$ cat src/rtl/ram8_access_ctrl_if.sv
// ram8_access_ctrl_if: request/response bundle between a requester and
// the ram8_access_ctrl front-end.
//
// Handshake: a request transfers on a rising clock edge where
// req_valid && req_ready are both 1. The requester holds req_we/req_addr/
// req_wdata stable while req_valid is high and not yet accepted.
// rsp_valid is a one-cycle pulse qualifying rsp_rdata; there is no response
// backpressure, and responses return in request order.
interface ram8_access_ctrl_if #(
  parameter int WIDTH  = 16,
  parameter int ADDR_W = 3
);
  logic              req_valid;
  logic              req_ready;
  logic              req_we;
  logic [ADDR_W-1:0] req_addr;
  logic [WIDTH-1:0]  req_wdata;
  logic              rsp_valid;
  logic [WIDTH-1:0]  rsp_rdata;

  modport master (
    output req_valid, req_we, req_addr, req_wdata,
    input  req_ready, rsp_valid, rsp_rdata
  );

  modport slave (
    input  req_valid, req_we, req_addr, req_wdata,
    output req_ready, rsp_valid, rsp_rdata
  );
endinterface

$ cat src/rtl/ram8_access_ctrl.sv
// ram8_access_ctrl: registered request/response front-end for the 8-word
// register RAM. Drives the RAM load/address/data from registers and
// registers the RAM's combinational read output into a response pulse.
// Optional clear sequencer is enabled by defining RAM8_CTRL_CLEAR_EN.
module ram8_access_ctrl #(
  parameter int WIDTH  = 16,
  parameter int ADDR_W = 3
) (
  input  logic              clk,
  input  logic              reset,
  ram8_access_ctrl_if.slave bus,
  input  logic              clr_start,
  output logic              busy,
  output logic              ram_load,
  output logic [ADDR_W-1:0] ram_address,
  output logic [WIDTH-1:0]  ram_in,
  input  logic [WIDTH-1:0]  ram_out,
  output logic [0:0]        dbg_state
);

  localparam logic [0:0] ST_IDLE  = 1'b0;
  localparam logic [0:0] ST_CLEAR = 1'b1;

  logic [0:0]        r_state;
  logic              r_load;
  logic [ADDR_W-1:0] r_address;
  logic [WIDTH-1:0]  r_in;
  logic              r_rd_pend;
  logic              r_rsp_valid;
  logic [WIDTH-1:0]  r_rsp_rdata;
  logic              w_accept;

`ifdef RAM8_CTRL_CLEAR_EN
  logic [ADDR_W-1:0] r_clr_cnt;

  // Requests are only taken in IDLE; a clear command takes priority.
  assign bus.req_ready = (r_state == ST_IDLE) && !clr_start && !reset;
  assign busy          = (r_state == ST_CLEAR);
`else
  logic w_unused_clr_start;

  // Without the sequencer nothing ever stalls a request.
  assign w_unused_clr_start = clr_start;
  assign bus.req_ready      = !reset;
  assign busy               = 1'b0;
`endif

  assign w_accept = bus.req_valid && bus.req_ready;

  // RAM drive registers, read-pending flag and the optional clear sequencer.
  always_ff @(posedge clk or posedge reset) begin
    if (reset) begin
      r_state   <= ST_IDLE;
      r_load    <= 1'b0;
      r_address <= '0;
      r_in      <= '0;
      r_rd_pend <= 1'b0;
`ifdef RAM8_CTRL_CLEAR_EN
      r_clr_cnt <= '0;
`endif
    end else begin
      r_load    <= 1'b0;
      r_rd_pend <= w_accept && !bus.req_we;
      if (w_accept) begin
        r_address <= bus.req_addr;
        if (bus.req_we) begin
          r_in   <= bus.req_wdata;
          r_load <= 1'b1;
        end
      end
`ifdef RAM8_CTRL_CLEAR_EN
      if ((r_state == ST_IDLE) && clr_start) begin
        // Address 0 is written in the first CLEAR cycle; the counter
        // already points at the next address.
        r_state   <= ST_CLEAR;
        r_load    <= 1'b1;
        r_address <= '0;
        r_in      <= '0;
        r_clr_cnt <= ADDR_W'(1);
      end else if (r_state == ST_CLEAR) begin
        if (r_address == '1) begin
          r_state <= ST_IDLE;
        end else begin
          r_load    <= 1'b1;
          r_address <= r_clr_cnt;
          r_clr_cnt <= r_clr_cnt + ADDR_W'(1);
        end
      end
`endif
    end
  end

  // Capture RAM read data one cycle after the read address is driven.
  always_ff @(posedge clk or posedge reset) begin
    if (reset) begin
      r_rsp_valid <= 1'b0;
      r_rsp_rdata <= '0;
    end else begin
      r_rsp_valid <= r_rd_pend;
      if (r_rd_pend) begin
        r_rsp_rdata <= ram_out;
      end
    end
  end

  assign ram_load      = r_load;
  assign ram_address   = r_address;
  assign ram_in        = r_in;
  assign bus.rsp_valid = r_rsp_valid;
  assign bus.rsp_rdata = r_rsp_rdata;
  assign dbg_state     = r_state;

endmodule
$ cat src/flat_wrapper.sv
// flat-port wrapper written by rule: the top's interface ports become plain ports
module ram8_access_ctrl_flat 
#(
  parameter int WIDTH  = 16,
  parameter int ADDR_W = 3
)
  (clk, reset, clr_start, busy, ram_load, ram_address, ram_in, ram_out, dbg_state, bus_req_valid, bus_req_we, bus_req_addr, bus_req_wdata, bus_req_ready, bus_rsp_valid, bus_rsp_rdata);
  ram8_access_ctrl_if #(.WIDTH(WIDTH), .ADDR_W(ADDR_W)) bus_i ();
  input  logic clk;
  input  logic reset;
  input  logic clr_start;
  output logic busy;
  output logic ram_load;
  output logic [ADDR_W-1:0] ram_address;
  output logic [WIDTH-1:0] ram_in;
  input  logic [WIDTH-1:0] ram_out;
  output logic [0:0] dbg_state;
  input wire logic [$bits(bus_i.req_valid)-1:0] bus_req_valid;
  input wire logic [$bits(bus_i.req_we)-1:0] bus_req_we;
  input wire logic [$bits(bus_i.req_addr)-1:0] bus_req_addr;
  input wire logic [$bits(bus_i.req_wdata)-1:0] bus_req_wdata;
  output wire logic [$bits(bus_i.req_ready)-1:0] bus_req_ready;
  output wire logic [$bits(bus_i.rsp_valid)-1:0] bus_rsp_valid;
  output wire logic [$bits(bus_i.rsp_rdata)-1:0] bus_rsp_rdata;
  assign bus_i.req_valid = bus_req_valid;
  assign bus_i.req_we = bus_req_we;
  assign bus_i.req_addr = bus_req_addr;
  assign bus_i.req_wdata = bus_req_wdata;
  assign bus_req_ready = bus_i.req_ready;
  assign bus_rsp_valid = bus_i.rsp_valid;
  assign bus_rsp_rdata = bus_i.rsp_rdata;
  ram8_access_ctrl #(.WIDTH(WIDTH), .ADDR_W(ADDR_W)) u_core (.clk(clk), .reset(reset), .bus(bus_i), .clr_start(clr_start), .busy(busy), .ram_load(ram_load), .ram_address(ram_address), .ram_in(ram_in), .ram_out(ram_out), .dbg_state(dbg_state));
endmodule
$ cat config.mk
export PLATFORM = sky130hd
export DESIGN_NAME = ram8_access_ctrl_flat
export DESIGN_NICKNAME = d
export VERILOG_FILES = /design/src/rtl/ram8_access_ctrl_if.sv /design/src/rtl/ram8_access_ctrl.sv /design/src/flat_wrapper.sv
export SDC_FILE = /design/constraint.sdc
export NUM_CORES = 1
export LEC_CHECK = 0
export ABC_AREA = 1
export BUFFER_PORTS_ARGS = -buffer_cell sky130_fd_sc_hd__buf_2
export CAP_MARGIN = 20
export CELL_PAD_IN_SITES_DETAIL_PLACEMENT = 0
export CELL_PAD_IN_SITES_GLOBAL_PLACEMENT = 1
export CORE_UTILIZATION = 31
export CTS_CLUSTER_SIZE = 30
export DETAILED_ROUTE_END_ITERATION = 16
export MAX_ROUTING_LAYER = met4
export PLACE_DENSITY = 0.88
export SYNTH_ARGS = -nofsm -noshare
export SYNTH_HDL_FRONTEND = slang
export SYNTH_SLANG_ARGS = --single-unit
$ cat constraint.sdc
create_clock -name clk -period 1.27 [get_ports clk]
set_input_delay 0.127 -clock clk [delete_from_list [all_inputs] [get_ports clk]]
set_output_delay 0.127 -clock clk [all_outputs]
set_load 0.005 [all_outputs]
* Word-level counts from Yosys, hierarchy flattened
Cells that the tools add are included.
Word-level totals: flip-flop bits (word level) 38, input port bits 40, word-level logic and storage cells 13
Cells by class: multiplexer cells 2, reduce and logical (&&, ||, !) cells 5
Operators with widths (number):
- 1-bit logical AND | 2
- 1-bit zero test | 2
- 1-bit 2-to-1 mux | 2
- 2-bit AND reduction | 1

* Logic depth before layout (Yosys ltp)
depth after elaboration 3, mapped depth 5, depth with buffers taken out 4

* Least setup slack after synthesis
OpenSTA, ideal clock, no wires.
kind input port to flip-flop, start point in reset, end point reg u_core.r_in[10], in the netlist u_core.ram_in[10], arrival time 1130 ps, required time 1200 ps, path slack 71 ps, stages on the path 4, buffers on the path 1, path through inv_1 buf_2 nand4_1 nand2_1
On the way: word-level cells in the longest chain between the ends 3
RTL lines:
- start, declared | RTL line flat_wrapper.sv:10 | input logic reset;
- 1-bit zero test (no line)
- net bus_req_ready | RTL line flat_wrapper.sv:22 | output wire logic [$bits(bus_i.req_ready)-1:0] bus_req_ready;
- 1-bit logical AND | RTL line ram8_access_ctrl.sv:48 | assign w_accept = bus.req_valid && bus.req_ready;
- 2-bit AND reduction (no line)
- end signal, assigned | RTL line ram8_access_ctrl.sv:67 | r_in <= bus.req_wdata;
- end, declared | RTL line ram8_access_ctrl.sv:27 | logic [WIDTH-1:0] r_in;
The timed path passes the listed nets, and every way through them passes these cells. A chain may end at the register's enable or synchronous reset.

* Final worst setup path
start point in reset, end point reg u_core.r_in[8], in the netlist u_core.ram_in[8]
On the way: word-level cells in the longest chain between the ends 3
RTL lines (RTL line):
- 1-bit zero test (no line)
- 1-bit logical AND | ram8_access_ctrl.sv:48
- 2-bit AND reduction (no line)
No other way between the ends.

==> impl_results.html <==
<table>
<tr><th>Metric</th><th>Value</th></tr>
<tr><th colspan="2">Run status</th></tr>
<tr><td>Run status</td><td>complete, no violations</td></tr>
<tr><th colspan="2">Route</th></tr>
<tr><td>Detailed-routing iteration count for the pre-antenna-repair pass</td><td>4</td></tr>
<tr><td># DRC</td><td>0</td></tr>
<tr><td>Routed WL per cell</td><td>approximately 11 um</td></tr>
<tr><td>Remaining antenna violation count</td><td>0</td></tr>
<tr><td>Routed vias/inst</td><td>roughly 4.2</td></tr>
<tr><td>Violation count after the first detailed-route iteration</td><td>42</td></tr>
<tr><td>Final Routed Wirelength</td><td>3380 um</td></tr>
<tr><td>Length of routed wiring on met1</td><td>~1700 um</td></tr>
<tr><td>Met3 Routed Length</td><td>about 290 um</td></tr>
<tr><td>Highest metal layer with signal wires</td><td>met4</td></tr>
<tr><td>DR vias</td><td>between 1000 and 1500</td></tr>
<tr><td>Wire length on met2</td><td>between 1000 and 1500 um</td></tr>
<tr><th colspan="2">Layout</th></tr>
<tr><td>Layout cells sized above 1</td><td>between 30% and 40%</td></tr>
<tr><td>Diode count</td><td>0</td></tr>
<tr><td>Final instance area</td><td>0.00210 sq mm</td></tr>
<tr><td>Final-stage net count</td><td>between 200 and 300</td></tr>
<tr><td>Area growth from synthesis to layout</td><td>37.8%</td></tr>
<tr><td>Filler Cells Inserted</td><td>approximately 470</td></tr>
<tr><th colspan="2">Setup path</th></tr>
<tr><td>Critical Path End Type</td><td>flip-flop</td></tr>
<tr><td>Type of origin of the critical path</td><td>input pin</td></tr>
<tr><td>Critical path data arrival time</td><td>approximately 1400 ps</td></tr>
<tr><td>Worst Path Required</td><td>~1500 ps</td></tr>
<tr><td>Critical path peak fanout</td><td>23</td></tr>
<tr><td>Type of the worst setup path</td><td>input pin to flip-flop</td></tr>
<tr><th colspan="2">Flow run</th></tr>
<tr><td>Max-Cap Viols</td><td>0</td></tr>
<tr><th colspan="2">Timing</th></tr>
<tr><td>Hold violation total from the final report</td><td>0</td></tr>
<tr><td>Worst setup margin</td><td>between 100 and 150 ps</td></tr>
<tr><td>Setup repair after global routing missed its margin</td><td>no</td></tr>
<tr><td>Setup Total Neg Slack</td><td>0 ps</td></tr>
<tr><td>Minimum period implied by the final worst setup slack</td><td>about 1200 ps</td></tr>
<tr><td>Final slew viol count</td><td>0</td></tr>
<tr><td>Worst Skew</td><td>just under 3 ps</td></tr>
<tr><td>Maximum clock frequency</td><td>866 MHz</td></tr>
<tr><td>Crit share post-route</td><td>91.0%</td></tr>
<tr><td>Final count of negative-setup-slack endpoints</td><td>0</td></tr>
<tr><th colspan="2">Placement</th></tr>
<tr><td>Worst setup slack before clock tree synthesis</td><td>approximately 270 ps</td></tr>
<tr><td>Dpl cell area</td><td>around 0.0020 sq mm</td></tr>
<tr><td>RD Place Congestion</td><td>0.700</td></tr>
<tr><td>HPWL after detailed placement</td><td>2330 um</td></tr>
<tr><td>Number of port buffers</td><td>76</td></tr>
<tr><th colspan="2">Floorplanning</th></tr>
<tr><td>I/O pin count</td><td>80</td></tr>
<tr><td>Effective utilization at floorplan</td><td>around 32%</td></tr>
<tr><td>Placeable core region</td><td>between 0.004 and 0.005 sq mm</td></tr>
<tr><td>Die Height</td><td>a little over 70 um</td></tr>
<tr><td>Total Die Area</td><td>between 0.005 and 0.006 sq mm</td></tr>
<tr><td>Total number of placement rows</td><td>25</td></tr>
<tr><td>Die width</td><td>about 70 um</td></tr>
<tr><th colspan="2">Synthesis</th></tr>
<tr><td>Post-Synthesis Cells</td><td>161</td></tr>
<tr><td>Mean post-synth cell area</td><td>~9.5 sq um</td></tr>
<tr><td>Yosys synthesis warning count</td><td>1</td></tr>
<tr><td>Count of state elements after synthesis</td><td>38</td></tr>
<tr><td>Number of library cell types mapped by synthesis</td><td>13</td></tr>
<tr><td>Total standard cell area after synthesis</td><td>approximately 0.0015 sq mm</td></tr>
<tr><td>Sequential-to-total area share from yosys stat</td><td>62.4%</td></tr>
<tr><th colspan="2">Clock network</th></tr>
<tr><td>Clock input transition at the sequential cells of the worst setup and hold paths</td><td>roughly 70 ps</td></tr>
<tr><td>Level count of the clock H-tree</td><td>2</td></tr>
<tr><td>TritonCTS Buffers</td><td>5</td></tr>
<tr><td>Clock Sinks</td><td>38</td></tr>
<tr><td>Buffers from clock root to sink, at most</td><td>2</td></tr>
<tr><td>Root buf cell</td><td>sky130_fd_sc_hd__clkbuf_8</td></tr>
<tr><td>Clock latency on the worst-skew pair</td><td>between 200 and 300 ps</td></tr>
<tr><td>TritonCTS clock tree</td><td>built</td></tr>
<tr><td>Number of post-CTS setup repair buffers</td><td>0</td></tr>
<tr><th colspan="2">GRT</th></tr>
<tr><td>Total Routing Usage GR</td><td>roughly 14%</td></tr>
<tr><td>Sum of overflow across all layers after global routing</td><td>0</td></tr>
<tr><td>Largest net degree at the start of global routing</td><td>34</td></tr>
<tr><td>First-pass GRT wire length</td><td>around 5300 um</td></tr>
<tr><td>Initial antenna violation count</td><td>0</td></tr>
<tr><td>Via count of the first global-routing pass</td><td>1131</td></tr>
<tr><th colspan="2">Pwr</th></tr>
<tr><td>Static Leakage</td><td>approximately 1.2 nW</td></tr>
<tr><td>Ratio of total power to cell area</td><td>between 1000 and 1500 mW/mm^2</td></tr>
<tr><td>Maximum ir drop on the vdd rail</td><td>571 uV</td></tr>
<tr><td>Total Power Consumption</td><td>about 2.8 mW</td></tr>
<tr><th colspan="2">Worst hold path</th></tr>
<tr><td>Class of the worst hold path</td><td>input pin to flip-flop</td></tr>
</table>
-- cells in the final DEF, fill, tap and decap left out, drive strengths merged --
cell type    Yosys  routed
buf             11      83
clkbuf           1       7
clkinv           0       1
conb             1       2
dfrtp           38      38
dlygate4sd3      0       3
inv             18      18
nand2           55      55
nand3            4       4
nand4           16      16
nor2             1       1
o21ai           16      16
-- critical path: stages --
cell,delay (ps)
sky130_fd_sc_hd__buf_2,100
sky130_fd_sc_hd__inv_2,140
sky130_fd_sc_hd__dlygate4sd3_1,650
sky130_fd_sc_hd__buf_12,180
sky130_fd_sc_hd__nand4_1,80
sky130_fd_sc_hd__nand2_1,90
-- state kept, by name, indices dropped and copies added (netlist names) --
| name | flops |
|---|---|
| u_core.ram_load | 1 |
| u_core.r_rd_pend | 1 |
| u_core.bus.rsp_rdata | 16 |
| u_core.ram_in | 16 |
| u_core.ram_address | 3 |
| u_core.bus.rsp_valid | 1 |
-- report_power, final --
group | leakage [nW] | total (mW) | internal, mW | switching [mW]
combinational | 0.657 | 0.518 | 0.255 | 0.263
sequential | 0.474 | 1.48 | 1.39 | 0.0862
clock | 0.0482 | 0.837 | 0.438 | 0.400
total | 1.18 | 2.83 | 2.08 | 0.749
-- synthesized netlist by cell type --
cell type / number / area (sq um)
sky130_fd_sc_hd__buf_2: 5 / 25.0
sky130_fd_sc_hd__buf_4: 5 / 37.5
sky130_fd_sc_hd__buf_6: 1 / 11.3
sky130_fd_sc_hd__clkbuf_2: 1 / 5.00
sky130_fd_sc_hd__conb_1: 1 / 3.75
sky130_fd_sc_hd__dfrtp_1: 38 / 951
sky130_fd_sc_hd__inv_1: 18 / 67.6
sky130_fd_sc_hd__nand2_1: 55 / 206
sky130_fd_sc_hd__nand3_1: 3 / 15.0
sky130_fd_sc_hd__nand3_4: 1 / 17.5
sky130_fd_sc_hd__nand4_1: 16 / 100
sky130_fd_sc_hd__nor2_1: 1 / 3.75
sky130_fd_sc_hd__o21ai_0: 16 / 80.1
-- stage by stage --
stage / hold WS, ps / std cells / utilization, %
6_report: 53.1 / 311 / 44.5
3_3_place_gp: 69.8 / 300 / 41.9
2_1_floorplan: 244 / 162 / -
4_1_cts: 42.8 / 311 / 44.5
5_1_grt: 49.6 / 311 / 44.5
3_5_place_dp: 71.2 / 300 / 41.9
-- metal layers --
| metal | global-route usage [%] | vias to the layer above |
|---|---|---|
| li1 | - | 670 |
| met1 | 19.2 | 561 |
| met2 | 18.8 | 69 |
| met3 | 4.72 | 4 |
| met4 | 5.23 | 0 |
| met5 | - | - |
-- what timing repair did --
item | CTS | global route
gates resized for setup | 0 | 0
hold buffers | 3 | 0
endpoints found under the hold margin | 4 | 0
-- cell type report --
class	instances	area, sq um	area share (%)
Clock inverter	1	5.00	0.238
Timing Repair Buffer	86	475	22.6
Clock buffer	7	86.3	4.11
Tap cell	67	83.8	3.99
Inverter	18	67.6	3.22
Multi-Input combinational cell	94	430	20.5
Sequential cell	38	951	45.3
-- logic make-up after synthesis --
family / count (synthesis) / share of synthesized area, %
flops: 38 / 62.4
simple gates: 76 / 22.5
buf+inv: 30 / 9.61
other cells: 1 / 0.246
compound gates: 16 / 5.25
-- path summary, 6_finish.rpt --
kind                                              startpoint                                    to  slack, ps  depth (start not counted)
setup / recovery                                       reset          u_core.ram_in[8]$_DFFE_PP0P_        110                          6
hold reg to reg            u_core.ram_address[1]$_DFFE_PP0P_     u_core.ram_address[1]$_DFFE_PP0P_        470                          2
hold / removal                                   ram_out[13]  u_core.bus.rsp_rdata[13]$_DFFE_PP0P_         50                          3
min in group asynchronous                              reset   u_core.bus.rsp_rdata[0]$_DFFE_PP0P_         90                          4
setup reg to reg                  u_core.r_rd_pend$_DFF_PP0_   u_core.bus.rsp_rdata[3]$_DFFE_PP0P_        390                          3
max in group asynchronous                              reset          u_core.ram_in[5]$_DFFE_PP0P_        560                          4
(Power assumes the default switching activity.)
